## config.mk

```make
export PLATFORM = sky130hd
export DESIGN_NAME = bullet_sprite_renderer_flat
export DESIGN_NICKNAME = d
export VERILOG_FILES = /design/src/rtl/bullet_sprite_renderer_if.sv /design/src/rtl/bullet_sprite_renderer.sv /design/src/flat_wrapper.sv
export SDC_FILE = /design/constraint.sdc
export NUM_CORES = 1
export LEC_CHECK = 0
export CAP_MARGIN = 40
export CORE_AREA = 2 2 187 189
export CTS_CLUSTER_SIZE = 8
export DETAILED_ROUTE_END_ITERATION = 6
export DIE_AREA = 0 0 189 191
export SYNTH_ARGS = -nofsm -noshare
export SYNTH_HDL_FRONTEND = slang
export SYNTH_SLANG_ARGS = --single-unit
```

## constraint.sdc

```tcl
create_clock -name i_clk -period 4.3 [get_ports i_clk]
set_clock_uncertainty 0.15 [all_clocks]
set_input_delay 1.075 -clock i_clk [delete_from_list [all_inputs] [get_ports i_clk]]
set_output_delay 1.075 -clock i_clk [all_outputs]
set_load 0.005 [all_outputs]
```

## src/rtl/bullet_sprite_renderer_if.sv

```systemverilog
// Pixel-stream and sprite-ROM bundle between the scan generator, the bullet
// renderer and the frame compositor.
interface bullet_sprite_renderer_if #(
    parameter int ADDR_W  = 8,
    parameter int COORD_W = 10
);
    logic               i_frame_start;
    logic               i_pos_wr;
    logic [COORD_W-1:0] i_pos_x;
    logic [COORD_W-1:0] i_pos_y;
    logic               i_enable;
    logic               i_px_valid;
    logic [COORD_W-1:0] i_px_x;
    logic [COORD_W-1:0] i_px_y;
    logic [ADDR_W-1:0]  o_rom_addr;
    logic [3:0]         i_rom_idx;
    logic [23:0]        i_color_map [0:15];
    logic               o_valid;
    logic [23:0]        o_rgb;
    logic               o_opaque;
    logic [15:0]        o_px_count;

    // Valid-only stream: a pixel transfers on every cycle i_px_valid is high,
    // and o_valid follows exactly 3 cycles later. There is no ready/stall path.
    modport slave (
        input  i_frame_start, i_pos_wr, i_pos_x, i_pos_y, i_enable,
        input  i_px_valid, i_px_x, i_px_y, i_rom_idx, i_color_map,
        output o_rom_addr, o_valid, o_rgb, o_opaque, o_px_count
    );

    modport master (
        output i_frame_start, i_pos_wr, i_pos_x, i_pos_y, i_enable,
        output i_px_valid, i_px_x, i_px_y, i_rom_idx, i_color_map,
        input  o_rom_addr, o_valid, o_rgb, o_opaque, o_px_count
    );
endinterface

```

## src/rtl/bullet_sprite_renderer.sv

```systemverilog
// Three-stage bullet sprite renderer: box hit-test and ROM addressing, ROM
// read wait, palette lookup; plus a per-frame opaque pixel counter.
module bullet_sprite_renderer #(
    parameter int SPR_W   = 16,
    parameter int SPR_H   = 16,
    parameter int ADDR_W  = 8,
    parameter int COORD_W = 10
) (
    input logic i_clk,
    input logic i_rst,
    bullet_sprite_renderer_if.slave bus
);
    localparam int DW = COORD_W + 1;

    logic [COORD_W-1:0] sh_x, sh_y, act_x, act_y;
    logic               sh_en, act_en;
    logic               s1_valid, s1_hit, s2_valid, s2_hit;
    logic [15:0]        run_count;

    logic [DW-1:0]      dx, dy;
    logic               hit;
    logic [ADDR_W-1:0]  addr_next;
    logic               opq_next;
    logic [23:0]        rgb_next;

    // Extra sign bit keeps pixels left of / above the box negative instead of
    // wrapping them into range.
    assign dx = {1'b0, bus.i_px_x} - {1'b0, act_x};
    assign dy = {1'b0, bus.i_px_y} - {1'b0, act_y};
    assign hit = act_en & bus.i_px_valid &
                 ~dx[DW-1] & (dx < DW'(SPR_W)) &
                 ~dy[DW-1] & (dy < DW'(SPR_H));
    assign addr_next = ADDR_W'(dy) * ADDR_W'(SPR_W) + ADDR_W'(dx);

    assign opq_next = s2_hit & (bus.i_rom_idx != 4'd0);
    assign rgb_next = opq_next ? bus.i_color_map[bus.i_rom_idx] : 24'h0;

    always_ff @(posedge i_clk) begin
        if (i_rst) begin
            sh_x           <= '0;
            sh_y           <= '0;
            sh_en          <= 1'b0;
            act_x          <= '0;
            act_y          <= '0;
            act_en         <= 1'b0;
            s1_valid       <= 1'b0;
            s1_hit         <= 1'b0;
            s2_valid       <= 1'b0;
            s2_hit         <= 1'b0;
            run_count      <= '0;
            bus.o_rom_addr <= '0;
            bus.o_valid    <= 1'b0;
            bus.o_opaque   <= 1'b0;
            bus.o_rgb      <= '0;
            bus.o_px_count <= '0;
        end else begin
            if (bus.i_pos_wr) begin
                sh_x  <= bus.i_pos_x;
                sh_y  <= bus.i_pos_y;
                sh_en <= bus.i_enable;
            end
            // Active position only moves at frame boundaries; a coincident
            // write goes straight through to the active copy.
            if (bus.i_frame_start) begin
                act_x  <= bus.i_pos_wr ? bus.i_pos_x  : sh_x;
                act_y  <= bus.i_pos_wr ? bus.i_pos_y  : sh_y;
                act_en <= bus.i_pos_wr ? bus.i_enable : sh_en;
            end

            s1_valid <= bus.i_px_valid;
            s1_hit   <= hit;
            if (hit) begin
                bus.o_rom_addr <= addr_next;
            end

            s2_valid <= s1_valid;
            s2_hit   <= s1_hit;

            bus.o_valid  <= s2_valid;
            bus.o_opaque <= opq_next;
            bus.o_rgb    <= rgb_next;

            // A pixel landing on the frame_start edge belongs to the new frame.
            if (bus.i_frame_start) begin
                bus.o_px_count <= run_count;
                run_count      <= opq_next ? 16'd1 : 16'd0;
            end else if (opq_next && run_count != 16'hFFFF) begin
                run_count <= run_count + 16'd1;
            end
        end
    end
endmodule

```

## src/flat_wrapper.sv

```systemverilog
// flat-port wrapper written by rule: the top's interface ports become plain ports
module bullet_sprite_renderer_flat 
#(
    parameter int SPR_W   = 16,
    parameter int SPR_H   = 16,
    parameter int ADDR_W  = 8,
    parameter int COORD_W = 10
)
  (i_clk, i_rst, bus_i_frame_start, bus_i_pos_wr, bus_i_pos_x, bus_i_pos_y, bus_i_enable, bus_i_px_valid, bus_i_px_x, bus_i_px_y, bus_i_rom_idx, bus_i_color_map, bus_o_rom_addr, bus_o_valid, bus_o_rgb, bus_o_opaque, bus_o_px_count);
  bullet_sprite_renderer_if #(.ADDR_W(ADDR_W), .COORD_W(COORD_W)) bus_i ();
  input logic i_clk;
  input logic i_rst;
  input wire logic [$bits(bus_i.i_frame_start)-1:0] bus_i_frame_start;
  input wire logic [$bits(bus_i.i_pos_wr)-1:0] bus_i_pos_wr;
  input wire logic [$bits(bus_i.i_pos_x)-1:0] bus_i_pos_x;
  input wire logic [$bits(bus_i.i_pos_y)-1:0] bus_i_pos_y;
  input wire logic [$bits(bus_i.i_enable)-1:0] bus_i_enable;
  input wire logic [$bits(bus_i.i_px_valid)-1:0] bus_i_px_valid;
  input wire logic [$bits(bus_i.i_px_x)-1:0] bus_i_px_x;
  input wire logic [$bits(bus_i.i_px_y)-1:0] bus_i_px_y;
  input wire logic [$bits(bus_i.i_rom_idx)-1:0] bus_i_rom_idx;
  input wire logic [$bits(bus_i.i_color_map)-1:0] bus_i_color_map;
  output wire logic [$bits(bus_i.o_rom_addr)-1:0] bus_o_rom_addr;
  output wire logic [$bits(bus_i.o_valid)-1:0] bus_o_valid;
  output wire logic [$bits(bus_i.o_rgb)-1:0] bus_o_rgb;
  output wire logic [$bits(bus_i.o_opaque)-1:0] bus_o_opaque;
  output wire logic [$bits(bus_i.o_px_count)-1:0] bus_o_px_count;
  assign bus_i.i_frame_start = bus_i_frame_start;
  assign bus_i.i_pos_wr = bus_i_pos_wr;
  assign bus_i.i_pos_x = bus_i_pos_x;
  assign bus_i.i_pos_y = bus_i_pos_y;
  assign bus_i.i_enable = bus_i_enable;
  assign bus_i.i_px_valid = bus_i_px_valid;
  assign bus_i.i_px_x = bus_i_px_x;
  assign bus_i.i_px_y = bus_i_px_y;
  assign bus_i.i_rom_idx = bus_i_rom_idx;
  assign bus_i.i_color_map = {>>{bus_i_color_map}};
  assign bus_o_rom_addr = bus_i.o_rom_addr;
  assign bus_o_valid = bus_i.o_valid;
  assign bus_o_rgb = bus_i.o_rgb;
  assign bus_o_opaque = bus_i.o_opaque;
  assign bus_o_px_count = bus_i.o_px_count;
  bullet_sprite_renderer #(.SPR_W(SPR_W), .SPR_H(SPR_H), .ADDR_W(ADDR_W), .COORD_W(COORD_W)) u_core (.i_clk(i_clk), .i_rst(i_rst), .bus(bus_i));
endmodule
```

======== Word level (Yosys, flattened, before mapping) ========
Index checks and enable logic that the tools add are counted.
W data, S select, Z words.
word-level totals
  flip-flop bits (word level) ............. 112
  latch bits .............................. 0
  memory bits (writable) .................. 0
  bits in read-only memories .............. 0
  input port bits ......................... 434
  logic and storage cells ................. 47
  memories kept ........................... 0
operators by class
  add/subtract/negate cells ............... 4
  multipliers ............................. 0
  div/mod/pow operators ................... 0
  magnitude comparators ................... 3
  equal/unequal tests ..................... 1
  shift operators ......................... 0
  muxes and demuxes ....................... 9
  bitwise logic cells ..................... 10
  reduce and logical (&&, ||, !) cells .... 4
operators with widths
  cell                     number
  $bmux W24 S4             1
  $mux W24                 2
  $mux W16                 2
  $lt A11 B5 Y1 const B    2
  $sub A10 B10 Y11         2
  $mux W10                 2
  $add A16 B1 Y16 const B  1
  $ne A16 B16 Y1 const B   1
  $add A8 B8 Y8            1
  $and A1 B1 Y1            6
  $ge A5 B5 Y1 const B     1
  $not A4 Y5               1
  $reduce_bool A4 Y1       1
  $not A1 Y1               3
  $mux W1                  2
  $reduce_bool A2 Y1       1
  $reduce_or A2 Y1         1
  $logic_and A1 B1 Y1      1

======== Longest topological paths before layout ========
  word-level depth ........................ 6
  depth in mapped cells ................... 13
  gate-level depth less buffers ........... 13

======== Least setup slack after synthesis ========
Ideal clock, no wire load.
  path kind ............................... input to register
  start point ............................. in bus_i_px_y[0]
  end point ............................... reg u_core.bus.o_rom_addr[0]
  data arrival time ....................... 3.411 ns
  slack ................................... 0.618 ns
  cell stages on the path ................. 11
  buffers on the path ..................... 1
  cells stage by stage .................... inv_1 ha_1 fa_1 nand2b_1 o2bb2ai_1 o21a_1 or3b_1 and3_1 and4bb_1 buf_6 mux2_4
on the way
  cells in the longest elaborated chain, start to end .. 4
  elaborated cells on any way between the ends .. 5
RTL lines
  item                                                   line                             RTL
  start, declared                                        flat_wrapper.sv:20               input wire logic [$bits(bus_i.i_px_y)-1:0] bus_i_px_y;
  $sub A10 B10 Y11 (*)                                   bullet_sprite_renderer.sv:29     assign dy = {1'b0, bus.i_px_y} - {1'b0, act_y};
  branches (longest 2 deep; another with $lt A11 B5 Y1)  --
  $and A1 B1 Y1 (*)                                      bullet_sprite_renderer.sv:32     ~dy[DW-1] & (dy < DW'(SPR_H));
  end signal, assigned                                   bullet_sprite_renderer.sv:73     bus.o_rom_addr <= addr_next;
  end, declared                                          bullet_sprite_renderer_if.sv:28  output o_rom_addr, o_valid, o_rgb, o_opaque, o_px_count
Mark *: on every way between the ends.
A chain may end at the register's enable or synchronous reset.

======== Final worst setup path ========
  start point ............................. in bus_i_px_y[0]
  end point ............................... reg u_core.bus.o_rom_addr[2]
The elaborated chain is that of the path after synthesis.

==> metrics <==
status=finished, final reports clean; compound-cell area share of the yosys netlist=under 10%; required time of the critical path=around 4.4 ns; sequential element share of the synthesized area=between 20% and 30%; XOR/XNOR Fraction of Synth Area=under 10%; async set-or-reset flop fraction in the synthesized netlist=0%; class of the worst hold path=register to register; highest-count cells in the layout ignoring fill and taps=clkdlybuf4s50_1, mux4_2, dfxtp_1; PwrDens=between 200 and 250 nW/µm²; master cell of the clock root buffer=clkbuf_16; remaining antenna violation count=0; Synth Net Count=between 1000 and 1500; starting density of the core=between 20% and 30%; width of the chip=~190 µm; Final Slew Violations=0; Synth Area in Adders=roughly 4.5%; share of post-route cells with drive strength above 1=around 16%; Die ar.=roughly 36000 µm²; number of placed cells counting well taps=between 1500 and 2000; remaining routing DRC violations=0; minimum clock period after layout=between 3 and 4 ns; clock buffers created by TritonCTS=9; Leak=5.04 nW; normalized max-slew margin=58.7%; CTS HTree Levels=3; sequential cell fraction of total power=around a third; final wirelength=37800 µm; number of storage elements in the synthesis netlist=between 100 and 150; clock group share of total power=approximately 30%; CTS Hold Bufs=0; CP Launch Type=input pin; worst skew pair latency=~0.36 ns; slew of the pin with the lowest slew margin=around 0.62 ns; delay of the slowest cell on the worst path=between 0.4 and 0.5 ns; combinational power share=between 30% and 40%; Int Power=approximately 0.0023 W; Cell Rows=68; number of vias in the routed layout=7573; Total Neg Setup Slack=0 ns; final std cells w/o fill=between 1500 and 2000; 1st-pass router iterations=5; dominant combinational cell family by area after synthesis=multiplexers; Max Fanout on Critical Path=8; CTS resizes=0; max-cap check violation count=0; antenna violations before repair=22; capture instance of the worst register-to-register path=u_core.bus.o_rom_addr[2]$_SDFFE_PP0P_; Post-synth top flop=dfxtp_1; Crit. End Element=register; net load switching power=a little under 0.0009 W; violation count after the first detailed-routing iteration=between 400 and 500; data arrival time of the critical path=approximately 4 ns; number of cell instances on the worst register-to-register path=10; startpoint-to-endpoint class of the critical path=input pin to register; Yosys warning total=0; count of input and output buffers=around 480; Vert. Die Dim=191 µm; clock slew at reported path FFs=0.09 ns; CTS tree=done; overflow left after global routing=0; pin count of the biggest net entering global routing=47; number of distinct standard cells referenced by the synthesized netlist=slightly below 70; beginning of the critical path=bus_i_px_y[0]; count of flip-flops with a built-in enable after synthesis=0; wire length of the first global-routing pass=about 52000 µm; post-synthesis instance area=7950 µm²; setup repair after global routing missed its margin=false; Routability Congestion=around 0.91; post-CTS setup buffer count=0; Total Routing Usage GR=between 20% and 30%; total I/O pin count=around 480; Simple-Gate Fraction of Synth Area=around 12%; most common cell after layout, fill and taps aside=clkdlybuf4s50_1; Cells after Synth=approximately 680; critical path cell sequence=clkdlybuf4s50_1 > inv_1 > ha_1 > fa_1 > nand2b_1 > o2bb2ai_1 > o21a_1 > or3b_1 > and3_1 > and4bb_1 > buf_12 > mux2_4; routed vias/inst=between 4 and 5; Area Overhead vs Synth=71.5%; Final Net Count=1597; vias in the first global route=7697; switching share of power=between 20% and 30%; final setup violation count=0; number of endpoints with negative hold slack in the final report=0; flop2flop setup slack=1.23 ns; maximum count of clock buffers along a single path=2; post-detail-place hpwl=between 30000 and 40000 µm; average size of a mapped cell=about 12 µm²; Avg WL per Cell=~24 µm; Floorplan Core Area=34100 µm²; worst ir drop on vdd=roughly 0.18 mV; CTS Sinks=112; Worst R2R Start=u_core.act_y[0]$_SDFFE_PP0P_; end point of the critical path=u_core.bus.o_rom_addr[2]$_SDFFE_PP0P_; portion of netlist area occupied by mux cells=40.3%; Max Fclk=252 MHz; slowest stage cell, crit path=clkdlybuf4s50_1; final cycle utilization of the critical path=slightly above 90%
worst max-delay path, delay by kind of cell:
family	cells	cell delay, ns
and+or+nand+nor	4	0.97
muxes	1	0.30
AOI/OAI and AO/OA	2	0.40
buffers and inverters	3	0.66
adders and majority gates	2	0.66
state kept, by name, indices dropped and copies added, names as in the netlist:
name                   flops
u_core.s2_hit              1
u_core.s1_hit              1
u_core.bus.o_px_count     16
u_core.run_count          16
u_core.sh_en               1
u_core.sh_x               10
u_core.act_y              10
u_core.bus.o_rom_addr      8
u_core.s2_valid            1
u_core.bus.o_valid         1
u_core.act_x              10
u_core.act_en              1
u_core.s1_valid            1
u_core.sh_y               10
u_core.bus.o_opaque        1
u_core.bus.o_rgb          24
power by group through the flow:
stage               registers [W]  clock network, W  logic [W]
floorplan                 0.00110                 0   0.000558
global placement          0.00110                 0    0.00112
detailed placement        0.00110                 0    0.00113
CTS                       0.00108          0.000965    0.00113
global route              0.00108           0.00101    0.00121
finish                    0.00108          0.000928    0.00113
synthesized netlist by cell type (7+ instances only):
cell type | count | area share, %
buf_1 | 12 | 0.57
nand4_1 | 7 | 0.55
mux2i_1 | 41 | 5.2
xor2_1 | 7 | 0.77
clkbuf_1 | 31 | 1.5
nand2_1 | 15 | 0.71
xnor2_1 | 10 | 1.1
ha_1 | 24 | 3.8
nor2_1 | 69 | 3.3
a21o_1 | 10 | 0.94
nor2b_1 | 41 | 3.2
a21oi_1 | 8 | 0.50
nand3_1 | 9 | 0.57
inv_1 | 32 | 1.5
mux4_2 | 120 | 34
o22a_1 | 21 | 2.3
nand2b_1 | 9 | 0.71
buf_2 | 7 | 0.44
o21ai_0 | 8 | 0.50
dfxtp_1 | 112 | 28
per-layer routing:
layer	GRT usage (%)	part of all wire (%)
met1	26.8	42
met2	33.9	49
met3	5.67	7.6
met4	2.94	0.94
met5	0	0.15
logic make-up after synthesis:
kind of cell	after synthesis
compound gates	83
xor+xnor	17
fa+ha+maj	27
buf+inv	84
flops	112
mux	167
simple gates	186
worst min path at each step:
stage,start,endpoint,slack [ns],cells past startpoint
finish,u_core.s1_valid$_SDFF_PP0_,u_core.s2_valid$_SDFF_PP0_,0.30,1
CTS,u_core.s1_valid$_SDFF_PP0_,u_core.s2_valid$_SDFF_PP0_,0.31,1
floorplan,u_core.s2_valid$_SDFF_PP0_,u_core.bus.o_valid$_SDFF_PP0_,0.26,1
global route,u_core.s1_valid$_SDFF_PP0_,u_core.s2_valid$_SDFF_PP0_,0.32,1
global placement,u_core.s1_valid$_SDFF_PP0_,u_core.s2_valid$_SDFF_PP0_,0.27,1
detailed placement,u_core.s2_valid$_SDFF_PP0_,u_core.bus.o_valid$_SDFF_PP0_,0.29,1
cell type report:
| type | instances | area [µm²] |
|---|---|---|
| inverters | 32 | 120 |
| diodes | 3 | 7.51 |
| clock inverters | 7 | 103 |
| repair buffers | 501 | 5000 |
| multi-input cells | 480 | 5370 |
| fillers | 3297 | 20500 |
| flip-flops and latches | 112 | 2240 |
| well taps | 455 | 569 |
| clock buffers | 9 | 225 |
per-stage QoR:
step / area, µm² / hold WS, ns / total power (W) / utilization, % / setup WS, ns
floorplan: 7950 / 0.264 / 0.00166 / - / 0.618
finish: 13600 / 0.302 / 0.00313 / 40.0 / 0.339
global route: 13600 / 0.315 / 0.00330 / 40.0 / 0.144
CTS: 13600 / 0.307 / 0.00318 / 40.0 / 0.362
global placement: 13300 / 0.271 / 0.00222 / 39.0 / 0.0318
detailed placement: 13300 / 0.293 / 0.00223 / 39.0 / -0.0284
Power figures use the tool's default switching activity.
